[src/rtl/alu_issue_stage.sv]
// Decode/issue stage for the 8-op ALU: register file, operand fetch with writeback
// bypass, busy-bit scoreboard for RAW hazards and a one-entry registered operand bundle.
module alu_issue_stage #(
    parameter int unsigned DATA_W = 32,
    parameter int unsigned IMM_W  = 16,
    parameter int unsigned SB_EN  = 1
) (
    input  logic              clk,
    input  logic              rst_n,
    input  logic              inst_valid,
    input  logic [31:0]       inst,
    output logic              inst_ready,
    input  logic              wb_en,
    input  logic [4:0]        wb_addr,
    input  logic [DATA_W-1:0] wb_data,
    output logic              ex_valid,
    input  logic              ex_ready,
    output logic [DATA_W-1:0] ex_in1,
    output logic [DATA_W-1:0] ex_in2,
    output logic [IMM_W-1:0]  ex_imm,
    output logic [4:0]        ex_sh,
    output logic [4:0]        ex_aluop,
    output logic [4:0]        ex_rd,
    output logic              ex_illegal
);

    logic [DATA_W-1:0] rf_q [32];
    logic [31:0]       busy_q, busy_d;

    logic              ex_valid_q, ex_valid_d;
    logic [DATA_W-1:0] ex_in1_q, ex_in2_q;
    logic [IMM_W-1:0]  ex_imm_q;
    logic [4:0]        ex_sh_q, ex_aluop_q, ex_rd_q;
    logic              ex_illegal_q;

    // Instruction fields
    logic [4:0] op, rd, rs, rt, sh;
    logic       illegal, is_itype, uses_rt;
    logic [IMM_W-1:0] imm;

    assign op       = inst[31:27];
    assign rd       = inst[26:22];
    assign rs       = inst[21:17];
    assign illegal  = (op[4:3] != 2'b00);
    assign is_itype = (op == 5'd0) || (op == 5'd4);
    assign uses_rt  = !illegal && !is_itype;
    assign rt       = uses_rt ? inst[16:12] : 5'd0;
    assign sh       = uses_rt ? inst[11:7] : 5'd0;
    assign imm      = is_itype ? inst[IMM_W-1:0] : '0;

    // Operand read; a same-cycle writeback to a nonzero source is forwarded
    logic [DATA_W-1:0] rs_val, rt_val;
    assign rs_val = (rs == 5'd0) ? '0 : (wb_en && (wb_addr == rs)) ? wb_data : rf_q[rs];
    assign rt_val = (rt == 5'd0) ? '0 : (wb_en && (wb_addr == rt)) ? wb_data : rf_q[rt];

    // A source is blocked only if busy and not being released by this cycle's writeback
    logic rs_busy, rt_busy, hazard, accept;
    assign rs_busy = busy_q[rs] && !(wb_en && (wb_addr == rs));
    assign rt_busy = uses_rt && busy_q[rt] && !(wb_en && (wb_addr == rt));
    assign hazard  = (SB_EN != 0) && (rs_busy || rt_busy);

    assign inst_ready = !hazard && (!ex_valid_q || ex_ready);
    assign accept     = inst_valid && inst_ready;

    // Scoreboard next state: writeback clears first so a same-cycle issue set wins
    always_comb begin
        busy_d = busy_q;
        if (wb_en) begin
            busy_d[wb_addr] = 1'b0;
        end
        if (accept && !illegal && (rd != 5'd0)) begin
            busy_d[rd] = 1'b1;
        end
        busy_d[0] = 1'b0;
    end

    // Bundle valid: set on issue, dropped when consumed with nothing to replace it
    always_comb begin
        ex_valid_d = ex_valid_q;
        if (accept) begin
            ex_valid_d = 1'b1;
        end else if (ex_ready) begin
            ex_valid_d = 1'b0;
        end
    end

    // Register file write port; r0 is hardwired to zero
    always_ff @(posedge clk or negedge rst_n) begin
        if (!rst_n) begin
            for (int i = 0; i < 32; i++) begin
                rf_q[i] <= '0;
            end
        end else if (wb_en && (wb_addr != 5'd0)) begin
            rf_q[wb_addr] <= wb_data;
        end
    end

    // Scoreboard busy bits
    always_ff @(posedge clk or negedge rst_n) begin
        if (!rst_n) begin
            busy_q <= '0;
        end else begin
            busy_q <= busy_d;
        end
    end

    // Operand bundle; payload only changes on issue so it holds during stall and drain
    always_ff @(posedge clk or negedge rst_n) begin
        if (!rst_n) begin
            ex_valid_q   <= 1'b0;
            ex_in1_q     <= '0;
            ex_in2_q     <= '0;
            ex_imm_q     <= '0;
            ex_sh_q      <= '0;
            ex_aluop_q   <= '0;
            ex_rd_q      <= '0;
            ex_illegal_q <= 1'b0;
        end else begin
            ex_valid_q <= ex_valid_d;
            if (accept) begin
                ex_in1_q     <= rs_val;
                ex_in2_q     <= uses_rt ? rt_val : '0;
                ex_imm_q     <= imm;
                ex_sh_q      <= sh;
                ex_aluop_q   <= op;
                ex_rd_q      <= rd;
                ex_illegal_q <= illegal;
            end
        end
    end

    assign ex_valid   = ex_valid_q;
    assign ex_in1     = ex_in1_q;
    assign ex_in2     = ex_in2_q;
    assign ex_imm     = ex_imm_q;
    assign ex_sh      = ex_sh_q;
    assign ex_aluop   = ex_aluop_q;
    assign ex_rd      = ex_rd_q;
    assign ex_illegal = ex_illegal_q;

endmodule
[config.mk]
export PLATFORM = sky130hd
export DESIGN_NAME = alu_issue_stage
export DESIGN_NICKNAME = d
export VERILOG_FILES = /design/src/rtl/alu_issue_stage.sv
export SDC_FILE = /design/constraint.sdc
export NUM_CORES = 2
export LEC_CHECK = 0
export CORE_MARGIN = 1.5
export CORE_UTILIZATION = 35
export CTS_BUF_LIST = sky130_fd_sc_hd__clkbuf_16
export CTS_CLUSTER_DIAMETER = 40
export DETAILED_ROUTE_END_ITERATION = 10
export SLEW_MARGIN = 20
export SYNTH_ARGS = -nofsm -noshare
export SYNTH_HDL_FRONTEND = slang
export SYNTH_SLANG_ARGS = --single-unit
[constraint.sdc]
create_clock -name clk -period 4.3 [get_ports clk]
set_input_delay 0.645 -clock clk [delete_from_list [all_inputs] [get_ports clk]]
set_output_delay 0.645 -clock clk [all_outputs]
set_load 0.005 [all_outputs]
==> impl_metrics.py <==
metrics = {
    "hold_path": {
        "hold_class": "input pin to register",
    },
    "worst_setup_path": {
        "crit_top_cell": "buf_4",
        "worstPathMaxFanout": 11,
        "cp_slowest_stage_delay_ns": 0.58,
        "critPathLaunchType": "input pin",
        "criticalPathCategory": "input pin to output pin",
        "reg2reg_slack_ns": 1.07,
        "arrival_ns": 3.29,
        "cp.required_ns": 3.65,
        "end_kind": "output pin",
        "path_cells": "clkdlybuf4s50_1 -> buf_4 -> xor2_1 -> nor4_1 -> buf_4 -> nand3_4 -> buf_4 -> a31o_1 -> nor4b_4 -> dlymetal6s2s_1",
        "crit_path_top_delay_cell": "clkdlybuf4s50_1",
    },
    "global_route": {
        "grt_max_degree": 148,
        "overflow": 0,
        "grt_pass1_vias": 46000,
        "grt_pass1_wl_um": 340000,
        "grtUsageTotal": 0.259,
        "antenna_found_initial": 10,
    },
    "route": {
        "route.met3.wl_um": 22400,
        "via_per_inst": 6.32,
        "wl_met1_um": 96200,
        "routed_wirelength_um": 236000,
        "dr.first_iter.drc_count": 5555,
        "met2WireLength_um": 104000,
        "wire_per_inst_um": 32.1,
        "drc_errors": 0,
        "top_layer_used": "met5",
        "vias": 46400,
        "final_antenna_net_count": 0,
        "drt_pass1_iterations": 6,
    },
    "layout": {
        "layout_commonest_cell": "dfrtp_1",
        "fin_nets": 4911,
        "syn_to_final_growth_pct": 18.8,
        "layout_common_cells": "dfrtp_1 (1152), mux2_2 (1124), mux4_2 (342)",
        "drive_gt1_frac": 0.422,
        "stdcell_area_mm2": 0.0736,
    },
    "pwr": {
        "p_per_area_mw_per_mm2": 501,
        "peakVddDrop_mv": 0.305,
        "leakagePower_nw": 31.1,
    },
    "timing": {
        "rsz0062_at_grt": "false",
        "fin_crit_sh": 0.915,
        "clock.fmax_ghz": 0.254,
        "slew_viol_final": 0,
        "worst_pin_slew_ns": 1.16,
        "hold_violations": 0,
        "holdWs_ns": 0.356,
        "max-slew-margin-rel": 0.228,
        "fin_ws_ns": 0.366,
        "setup_violations": 0,
        "setup_tns_ns": 0,
        "skew_ns": 0.0430,
        "period_minus_slack_ns": 3.93,
    },
    "logic_synthesis": {
        "synth.distinct_cells": 66,
        "ys_ff_latch": 1152,
        "ys_warn_count": 0,
        "ys_seq_area_frac": 0.465,
        "yosys.area.top_type": "dfrtp_1",
        "postSynthAreaPerCell_um2": 12.9,
        "syn-instance-count": 4796,
        "syn_nets": 4870,
        "synth_top_area_share": 0.465,
        "ys.flop_type": "dfrtp_1",
        "async_flop_share": 1.00,
        "synth_edf_count": 0,
        "synth_area_leaders": "dfrtp_1 (47%), mux2_2 (20%), mux4_2 (12%)",
        "syn_area_mm2": 0.0620,
    },
    "die": {
        "rows": 154,
        "start_util": 0.352,
        "die_w_um": 424,
        "ioPinCount": 172,
        "core_mm2": 0.176,
        "die_h_um": 424,
        "die_area_mm2": 0.180,
    },
    "clock_network": {
        "tritoncts": "yes",
        "clock_latency_ns": 0.81,
        "root_buffer": "clkbuf_16",
        "cts.sinks": 1152,
        "cts_setup_buffers": 0,
        "cts_made_buffers": 180,
        "htreeDepth": 4,
        "clock_path_buffers": 3,
        "clk_pin_slew_ns": 0.05,
    },
    "placement": {
        "dpl_cell_area_mm2": 0.0672,
        "dp_slack_ns": -0.263,
        "gp_congestion": 0.906,
        "portBuffers": 171,
        "place_hpwl_um": 136000,
    },
    "job": {
        "maxCapViolCount": 0,
    },
    "status": {
        "status": "completed",
    },
}
-- flip-flops by register name (all words and copies together), names as in the netlist, 5 cells and up --
signal and count:
busy_q 31, ex_in1 32, ex_sh 5, ex_rd 5, ex_imm 16, rf_q 1024
ex_in2 32, ex_aluop 5
-- critical path: cells and delay by family --
family	cells	cell delay, ns
xor+xnor	1	0.17
simple gates	3	0.76
compound gates	1	0.31
buf+inv	5	1.41
-- logic make-up after synthesis --
group,synth area share
compound gates,0.0952
buf+inv,0.0388
xor+xnor,0.000989
flops,0.465
simple gates,0.0422
mux,0.358
-- through the flow --
step                      std cells  utilization  total power, W
final                          7340        0.418          0.0369
after global routing           7337        0.418          0.0383
after CTS                      7333        0.418          0.0370
after detailed placement       6994        0.382          0.0215
after global placement         6994        0.382          0.0213
after floorplan                4796            -          0.0188
-- Yosys cell counts, drive strengths merged (19+ instances only) --
cell type,count
mux4,342
a41oi,53
o2111ai,19
nand2b,46
o211ai,65
mux2,1127
nand4,23
o22ai,51
a21oi,106
a211oi,66
a22oi,21
mux2i,177
nand2,163
and3,25
nor2b,46
dfrtp,1152
buf,133
a221o,28
clkbuf,428
nor3,25
inv,67
a221oi,51
a31oi,68
o21ai,119
nor2,132
nand3,43
o221ai,57
-- what timing repair did --
item                                    in CTS  in global routing
resized for setup                            2                  2
pin swaps                                    0                  2
endpoints found under the setup margin       1                  1
hold buffers                                 1                  0
endpoints found under the hold margin       89                  0
-- path summary, 6_finish.rpt --
| check | to | start | depth (start not counted) |
|---|---|---|---|
| worst max-delay path | inst_ready | wb_addr[4] | 10 |
| worst min-delay path | rf_q[597]$_DFFE_PN0P_ | wb_data[21] | 3 |
| worst max register to register | ex_in1[11]$_DFFE_PN0P_ | busy_q[25]$_DFF_PN0_ | 8 |
| worst min register to register | rf_q[994]$_DFFE_PN0P_ | rf_q[994]$_DFFE_PN0P_ | 0 |
| max in group asynchronous | rf_q[282]$_DFFE_PN0P_ | rst_n | 3 |
| min in group asynchronous | rf_q[551]$_DFFE_PN0P_ | rst_n | 2 |
-- where the power goes --
part / switching [W] / internal, W / total [W]
registers: 0.00161 / 0.0130 / 0.0146
logic: 0.00296 / 0.00392 / 0.00688
clock network: 0.00581 / 0.00962 / 0.0154
-- routing by layer --
| metal | GRT usage | vias to the layer above |
|---|---|---|
| li1 | - | 18500 |
| met1 | 0.353 | 24500 |
| met2 | 0.385 | 2704 |
| met3 | 0.0596 | 633 |
| met4 | 0.132 | 4 |
| met5 | 0 | - |
-- area by class of cell --
| cell class | instances | area, um2 |
|---|---|---|
| multi-input cells | 3014 | 31100 |
| fillers | 16300 | 102000 |
| well taps | 2340 | 2930 |
| diodes | 7 | 17.5 |
| inverters | 69 | 264 |
| clock inverters | 158 | 1890 |
| flip-flops and latches | 1152 | 28800 |
| repair buffers | 420 | 4120 |
| clock buffers | 180 | 4500 |
Note: power is estimated with default switching activity, not from simulation.
